**src/rtl/gate_seq_pkg.sv**
```systemverilog
// Shared types and helpers for the gate vector sequencer self-test.
// Latency: none; this file holds only declarations and a pure function.
// Backpressure: not applicable.
package gate_seq_pkg;

  typedef enum logic [1:0] {
    IDLE  = 2'd0,
    DRIVE = 2'd1,
    DONE  = 2'd2
  } state_t;

  // Bit positions on the gates-block output bus.
  localparam int IDX_NY  = 6;
  localparam int IDX_AY  = 5;
  localparam int IDX_OY  = 4;
  localparam int IDX_NAY = 3;
  localparam int IDX_NOY = 2;
  localparam int IDX_XY  = 1;
  localparam int IDX_XNY = 0;

  localparam int NUM_VECTORS = 4;

  // Expected gates-block outputs for a given A/B input pair.
  function automatic logic [6:0] golden_gates(input logic a, input logic b);
    logic [6:0] g;
    g          = '0;
    g[IDX_NY]  = ~a;
    g[IDX_AY]  = a & b;
    g[IDX_OY]  = a | b;
    g[IDX_NAY] = ~(a & b);
    g[IDX_NOY] = ~(a | b);
    g[IDX_XY]  = a ^ b;
    g[IDX_XNY] = ~(a ^ b);
    return g;
  endfunction

endpackage

```
**src/rtl/gate_vector_sequencer_golden.sv**
```systemverilog
// Golden truth table of the two-input basic-gates block.
// Latency: purely combinational, zero cycles.
// Backpressure: none; output follows the inputs continuously.
module gate_golden_model
  import gate_seq_pkg::*;
(
  input  logic       a,
  input  logic       b,
  output logic [6:0] expected
);

  assign expected = golden_gates(a, b);

endmodule

```
**src/rtl/gate_vector_sequencer.sv**
```systemverilog
// Built-in self-test sequencer: walks A/B through 00,01,10,11 and checks the gates block.
// Latency: a pass takes 4*HOLD_CYCLES cycles from the start edge to done.
// Backpressure: none; start is ignored while busy. Optional looping via GATE_SEQ_LOOP_EN.
module gate_vector_sequencer
  import gate_seq_pkg::*;
#(
  parameter int HOLD_CYCLES = 4,
  parameter int ERR_W       = 5
) (
  input  logic             clk,
  input  logic             rst,
  input  logic             start,
`ifdef GATE_SEQ_LOOP_EN
  input  logic             loop_mode,
`endif
  input  logic [6:0]       gate_out,
  output logic             a,
  output logic             b,
  output logic             busy,
  output logic             done,
  output logic             pass,
  output logic [ERR_W-1:0] err_count,
  output logic [3:0]       fail_vec
);

  localparam int HC_W = (HOLD_CYCLES > 1) ? $clog2(HOLD_CYCLES) : 1;

  state_t           state, state_nxt;
  logic [1:0]       vec_idx, vec_nxt;
  logic [HC_W-1:0]  hold_cnt, hold_nxt;
  logic [ERR_W-1:0] err_q, err_nxt, err_sat;
  logic [3:0]       fv_q, fv_nxt;
  logic [6:0]       expected;
  logic [6:0]       mismatch;
  logic [2:0]       miss_cnt;
  logic [ERR_W+2:0] err_sum;
  logic             sample_hit;
  logic             last_vec;
  logic             loop_on;

`ifdef GATE_SEQ_LOOP_EN
  assign loop_on = loop_mode;
`else
  assign loop_on = 1'b0;
`endif

  // A/B come straight from the vector index flops, so they are glitch-free registers.
  assign a = vec_idx[1];
  assign b = vec_idx[0];

  gate_golden_model u_golden (
    .a        (a),
    .b        (b),
    .expected (expected)
  );

  assign mismatch   = gate_out ^ expected;
  assign sample_hit = (hold_cnt == HC_W'(HOLD_CYCLES - 1));
  assign last_vec   = (vec_idx == 2'(NUM_VECTORS - 1));

  // Count mismatched bits and add them to the running total without wrapping.
  always_comb begin
    miss_cnt = '0;
    for (int i = 0; i < 7; i++) begin
      miss_cnt = miss_cnt + {2'b00, mismatch[i]};
    end
    err_sum = {3'b000, err_q} + {{ERR_W{1'b0}}, miss_cnt};
    if (err_sum > {3'b000, {ERR_W{1'b1}}}) begin
      err_sat = '1;
    end else begin
      err_sat = err_sum[ERR_W-1:0];
    end
  end

  // Next-state and datapath update: clear on start, accumulate on each sample cycle.
  always_comb begin
    state_nxt = state;
    vec_nxt   = vec_idx;
    hold_nxt  = hold_cnt;
    err_nxt   = err_q;
    fv_nxt    = fv_q;
    case (state)
      IDLE, DONE: begin
        if (start) begin
          state_nxt = DRIVE;
          vec_nxt   = '0;
          hold_nxt  = '0;
          err_nxt   = '0;
          fv_nxt    = '0;
        end
      end
      DRIVE: begin
        if (sample_hit) begin
          hold_nxt = '0;
          err_nxt  = err_sat;
          if (mismatch != '0) begin
            fv_nxt[vec_idx] = 1'b1;
          end
          if (!last_vec) begin
            vec_nxt = vec_idx + 2'd1;
          end else if (loop_on) begin
            vec_nxt = '0;
          end else begin
            state_nxt = DONE;
          end
        end else begin
          hold_nxt = hold_cnt + HC_W'(1);
        end
      end
      default: begin
        state_nxt = IDLE;
      end
    endcase
  end

  // State and datapath registers with synchronous reset.
  always_ff @(posedge clk) begin
    if (rst) begin
      state    <= IDLE;
      vec_idx  <= '0;
      hold_cnt <= '0;
      err_q    <= '0;
      fv_q     <= '0;
    end else begin
      state    <= state_nxt;
      vec_idx  <= vec_nxt;
      hold_cnt <= hold_nxt;
      err_q    <= err_nxt;
      fv_q     <= fv_nxt;
    end
  end

  assign busy      = (state == DRIVE);
  assign done      = (state == DONE);
  assign pass      = done && (err_q == '0);
  assign err_count = err_q;
  assign fail_vec  = fv_q;

endmodule

```
**config.mk**
```make
export PLATFORM = sky130hd
export DESIGN_NAME = gate_vector_sequencer
export DESIGN_NICKNAME = d
export VERILOG_FILES = /design/src/rtl/gate_seq_pkg.sv /design/src/rtl/gate_vector_sequencer_golden.sv /design/src/rtl/gate_vector_sequencer.sv
export SDC_FILE = /design/constraint.sdc
export NUM_CORES = 1
export LEC_CHECK = 0
export BUFFER_PORTS_ARGS = -buffer_cell sky130_fd_sc_hd__buf_4
export CORE_MARGIN = 1
export CORE_UTILIZATION = 53
export DETAILED_ROUTE_END_ITERATION = 12
export GPL_TIMING_DRIVEN = 0
export PLACE_DENSITY = 0.87
export SLEW_MARGIN = 20
export SYNTH_ARGS = -nofsm -noshare
export SYNTH_HDL_FRONTEND = slang
export SYNTH_SLANG_ARGS = --single-unit
```
**constraint.sdc**
```tcl
create_clock -name clk -period 5.4 [get_ports clk]
set_input_delay 1.08 -clock clk [delete_from_list [all_inputs] [get_ports clk]]
set_output_delay 1.08 -clock clk [all_outputs]
set_load 0.01 [all_outputs]
```
==> flow_metrics.env <==
export IMPL_run_status="completed"
export IMPL_effective_utilization_at_floorplan_pct=56.6
export IMPL_wl_met2_um=1280
export IMPL_drt_first_pass_iters=4
export IMPL_clk_pin_slew_worst_paths_ns=0.08
export IMPL_cp_num_buf_inv=3
export IMPL_cts_htree_levels=1
export IMPL_yosys_cell_types_count=39
export IMPL_max_freq_mhz=239
export IMPL_placement_io_buffers=23
export IMPL_crit_path_end_kind="flop"
export IMPL_placed_area_um2=1330
export IMPL_floorplan_die_area_um2=2310
export IMPL_nets=177
export IMPL_netlist_top_cell_by_area="sky130_fd_sc_hd__dfxtp_1"
export IMPL_worst_hold_path_num_cells=1
export IMPL_worst_setup_path_start_kind="flop"
export IMPL_post_cts_resized_instances=0
export IMPL_max_slew_worst_pin_slew_ns=0.487
export IMPL_avgRoutedWirePerCell_um=13.7
export IMPL_grt_setup_unrepaired="no"
export IMPL_period_share_pct=77.6
export IMPL_route_detailed_drc=0
export IMPL_ant_nets=0
export IMPL_antennaDiodeCount=0
export IMPL_via_count_of_the_first_global_routing_pass=881
export IMPL_mostFrequentLayoutCell="sky130_fd_sc_hd__buf_4"
export IMPL_netlist_area_leader_share_pct=26.8
export IMPL_track_usage_pct=22.7
export IMPL_dpl_hpwl_um=1990
export IMPL_tritoncts_num_buffers=3
export IMPL_tns_ns=0
export IMPL_ys_dominant_reg_cell="sky130_fd_sc_hd__dfxtp_1"
export IMPL_grt_max_degree=11
export IMPL_worstSetupPathDepth=13
export IMPL_wl_um=2430
export IMPL_postSynthNetCount=149
export IMPL_wl_met3_um=67
export IMPL_netlist_instances=123
export IMPL_number_of_drc_markers_in_iteration_0=14
export IMPL_netlist_area_um2=1120
export IMPL_hold_viol=0
export IMPL_grt_first_pass_wirelength_um=3680
export IMPL_synth_seq_cells=15
export IMPL_ctsRootBufferMaster="sky130_fd_sc_hd__clkbuf_4"
export IMPL_grt_overflow=0
export IMPL_most_common_layout_cells="sky130_fd_sc_hd__buf_4, sky130_fd_sc_hd__nor2_1, sky130_fd_sc_hd__dfxtp_1"
export IMPL_cts_tree="done"
export IMPL_worst_case_clock_skew_ns=0.00101
export IMPL_io_pins=24
export IMPL_power_static_leakage_nw=0.680
export IMPL_worst_skew_pair_late_latency_ns=0.28
export IMPL_synth_area_leaders="sky130_fd_sc_hd__dfxtp_1, sky130_fd_sc_hd__ha_1, sky130_fd_sc_hd__fa_1, sky130_fd_sc_hd__nor2_1, sky130_fd_sc_hd__a32o_2"
export IMPL_fin_hold_ws_ns=0.482
export IMPL_period_needed_ns=4.19
export IMPL_ys_warn_count=0
export IMPL_detailroute_via_count=991
export IMPL_placementRows=16
export IMPL_synth_area_per_cell_um2=9.12
export IMPL_flow_area_growth_from_synthesis_pct=20.7
export IMPL_drive_gt1_share_pct=25.3
export IMPL_crit_family="adder cells"
export IMPL_drt_met1_wl_um=1060
export IMPL_rr_worst_depth=13
export IMPL_cts_repair_timing_setup_buffer_count=0
export IMPL_cts_sinks=15
export IMPL_relSlewSlack_pct=67.4
export IMPL_post_drt_via_cell_ratio=5.60
export IMPL_fp_dieH_um=48.0
export IMPL_critical_path_slowest_cell="sky130_fd_sc_hd__fa_1"
export IMPL_worstPathRequired_ns=5.59
export IMPL_worstHoldPathType="flop to flop"
export IMPL_ir_worst_vdd_uv=214
export IMPL_cts_hold_buffers=0
export IMPL_gpl_final_weighted_congestion=0.782
export IMPL_cp_data_arrival_time_ns=4.37
export IMPL_pwr_density_cell_nw_per_um2=200
export IMPL_synth_seq_area_share_pct=26.8
export IMPL_width_of_the_chip_um=48.0
export IMPL_synth_edf_count=0
export IMPL_finalMaxSlewViolations=0
export IMPL_cp_cell_sequence="inv_1 > ha_1 > xnor2_1 > fa_1 > fa_1 > inv_1 > fa_1 > inv_1 > ha_1 > a21o_1 > a221o_1 > o21ai_0 > a21bo_2"
export IMPL_max_clock_path_buffers=2
export IMPL_routed_top_layer="met4"
export IMPL_worstSetupPathType="flop to flop"
export IMPL_nFillCells=157
export IMPL_core_um2=1980
export IMPL_number_of_setup_violations_in_the_final_report=0
export IMPL_worstPathMaxFanout=7
export IMPL_timing_max_cap_violations=0
export IMPL_grt_antenna_before_repair=0
export IMPL_finalCoreUtilization_pct=68.4
export IMPL_ys_async_sr_fraction_pct=0
export IMPL_max_stage_delay_ns=0.54
export IMPL_final_area_um2=1360
[cell type report]
type | instances | area [um^2] | area share (%)
Clock buffer | 4 | 26.3 | 1.94
Buffer | 4 | 32.5 | 2.40
Timing Repair Buffer | 23 | 173 | 12.7
Tap cell | 27 | 33.8 | 2.49
Sequential cell | 15 | 300 | 22.2
Multi-Input combinational cell | 96 | 759 | 56.0
Inverter | 8 | 30.0 | 2.22
[stage by stage]
stage	setup WS (ns)	std cells	total power, mW
floorplan	1.38	123	0.182
global placement	1.13	173	0.203
detailed placement	1.03	173	0.210
CTS	1.19	177	0.271
global route	0.967	177	0.290
finish	1.21	177	0.271
[registers in the layout (all words and copies together), names as in the netlist]
signal,count
err_count,5
fail_vec,4
hold_cnt,2
state,2
vec_idx,2
[routing by layer]
layer,vias up,GRT usage (%)
li1,493,-
met1,469,26.5
met2,25,42.2
met3,4,2.64
met4,0,8.33
met5,-,0
[report_power, final]
part	internal (mW)	switching (mW)
sequential	0.112	0.00161
clock	0.0287	0.0349
combinational	0.0428	0.0507
[cell families after synthesis]
family | share of synthesized area, %
AOI/OAI and AO/OA | 19.8
xor gates and xnor gates | 6.24
adders and majority gates | 20.5
buffers and inverters | 5.57
DFF | 26.8
muxes | 1.90
and+or+nand+nor | 19.2
[final timing paths]
kind	startpoint	end	slack, ns
worst max-delay path	vec_idx[1]$_SDFFE_PP0P_	err_count[2]$_SDFFE_PP0P_	1.21
worst min-delay path	fail_vec[0]$_SDFFE_PP0P_	fail_vec[0]$_SDFFE_PP0P_	0.48
worst max register to register	vec_idx[1]$_SDFFE_PP0P_	err_count[2]$_SDFFE_PP0P_	1.21
worst min register to register	fail_vec[0]$_SDFFE_PP0P_	fail_vec[0]$_SDFFE_PP0P_	0.48
[cell usage after synthesis (2+ instances only)]
cell	count
sky130_fd_sc_hd__dfxtp_1	15
sky130_fd_sc_hd__nor2_1	15
sky130_fd_sc_hd__ha_1	12
sky130_fd_sc_hd__inv_1	8
sky130_fd_sc_hd__a21oi_1	7
sky130_fd_sc_hd__nand2_1	7
sky130_fd_sc_hd__xor2_1	5
sky130_fd_sc_hd__a32o_2	4
sky130_fd_sc_hd__fa_1	4
sky130_fd_sc_hd__a21o_1	3
sky130_fd_sc_hd__a31oi_1	3
sky130_fd_sc_hd__and3_1	3
sky130_fd_sc_hd__nand2b_1	3
sky130_fd_sc_hd__nor2b_1	3
sky130_fd_sc_hd__xnor2_1	3
sky130_fd_sc_hd__a21oi_2	2
sky130_fd_sc_hd__and3b_1	2
sky130_fd_sc_hd__nor3b_1	2
sky130_fd_sc_hd__o21bai_1	2
(Power assumes the default switching activity.)
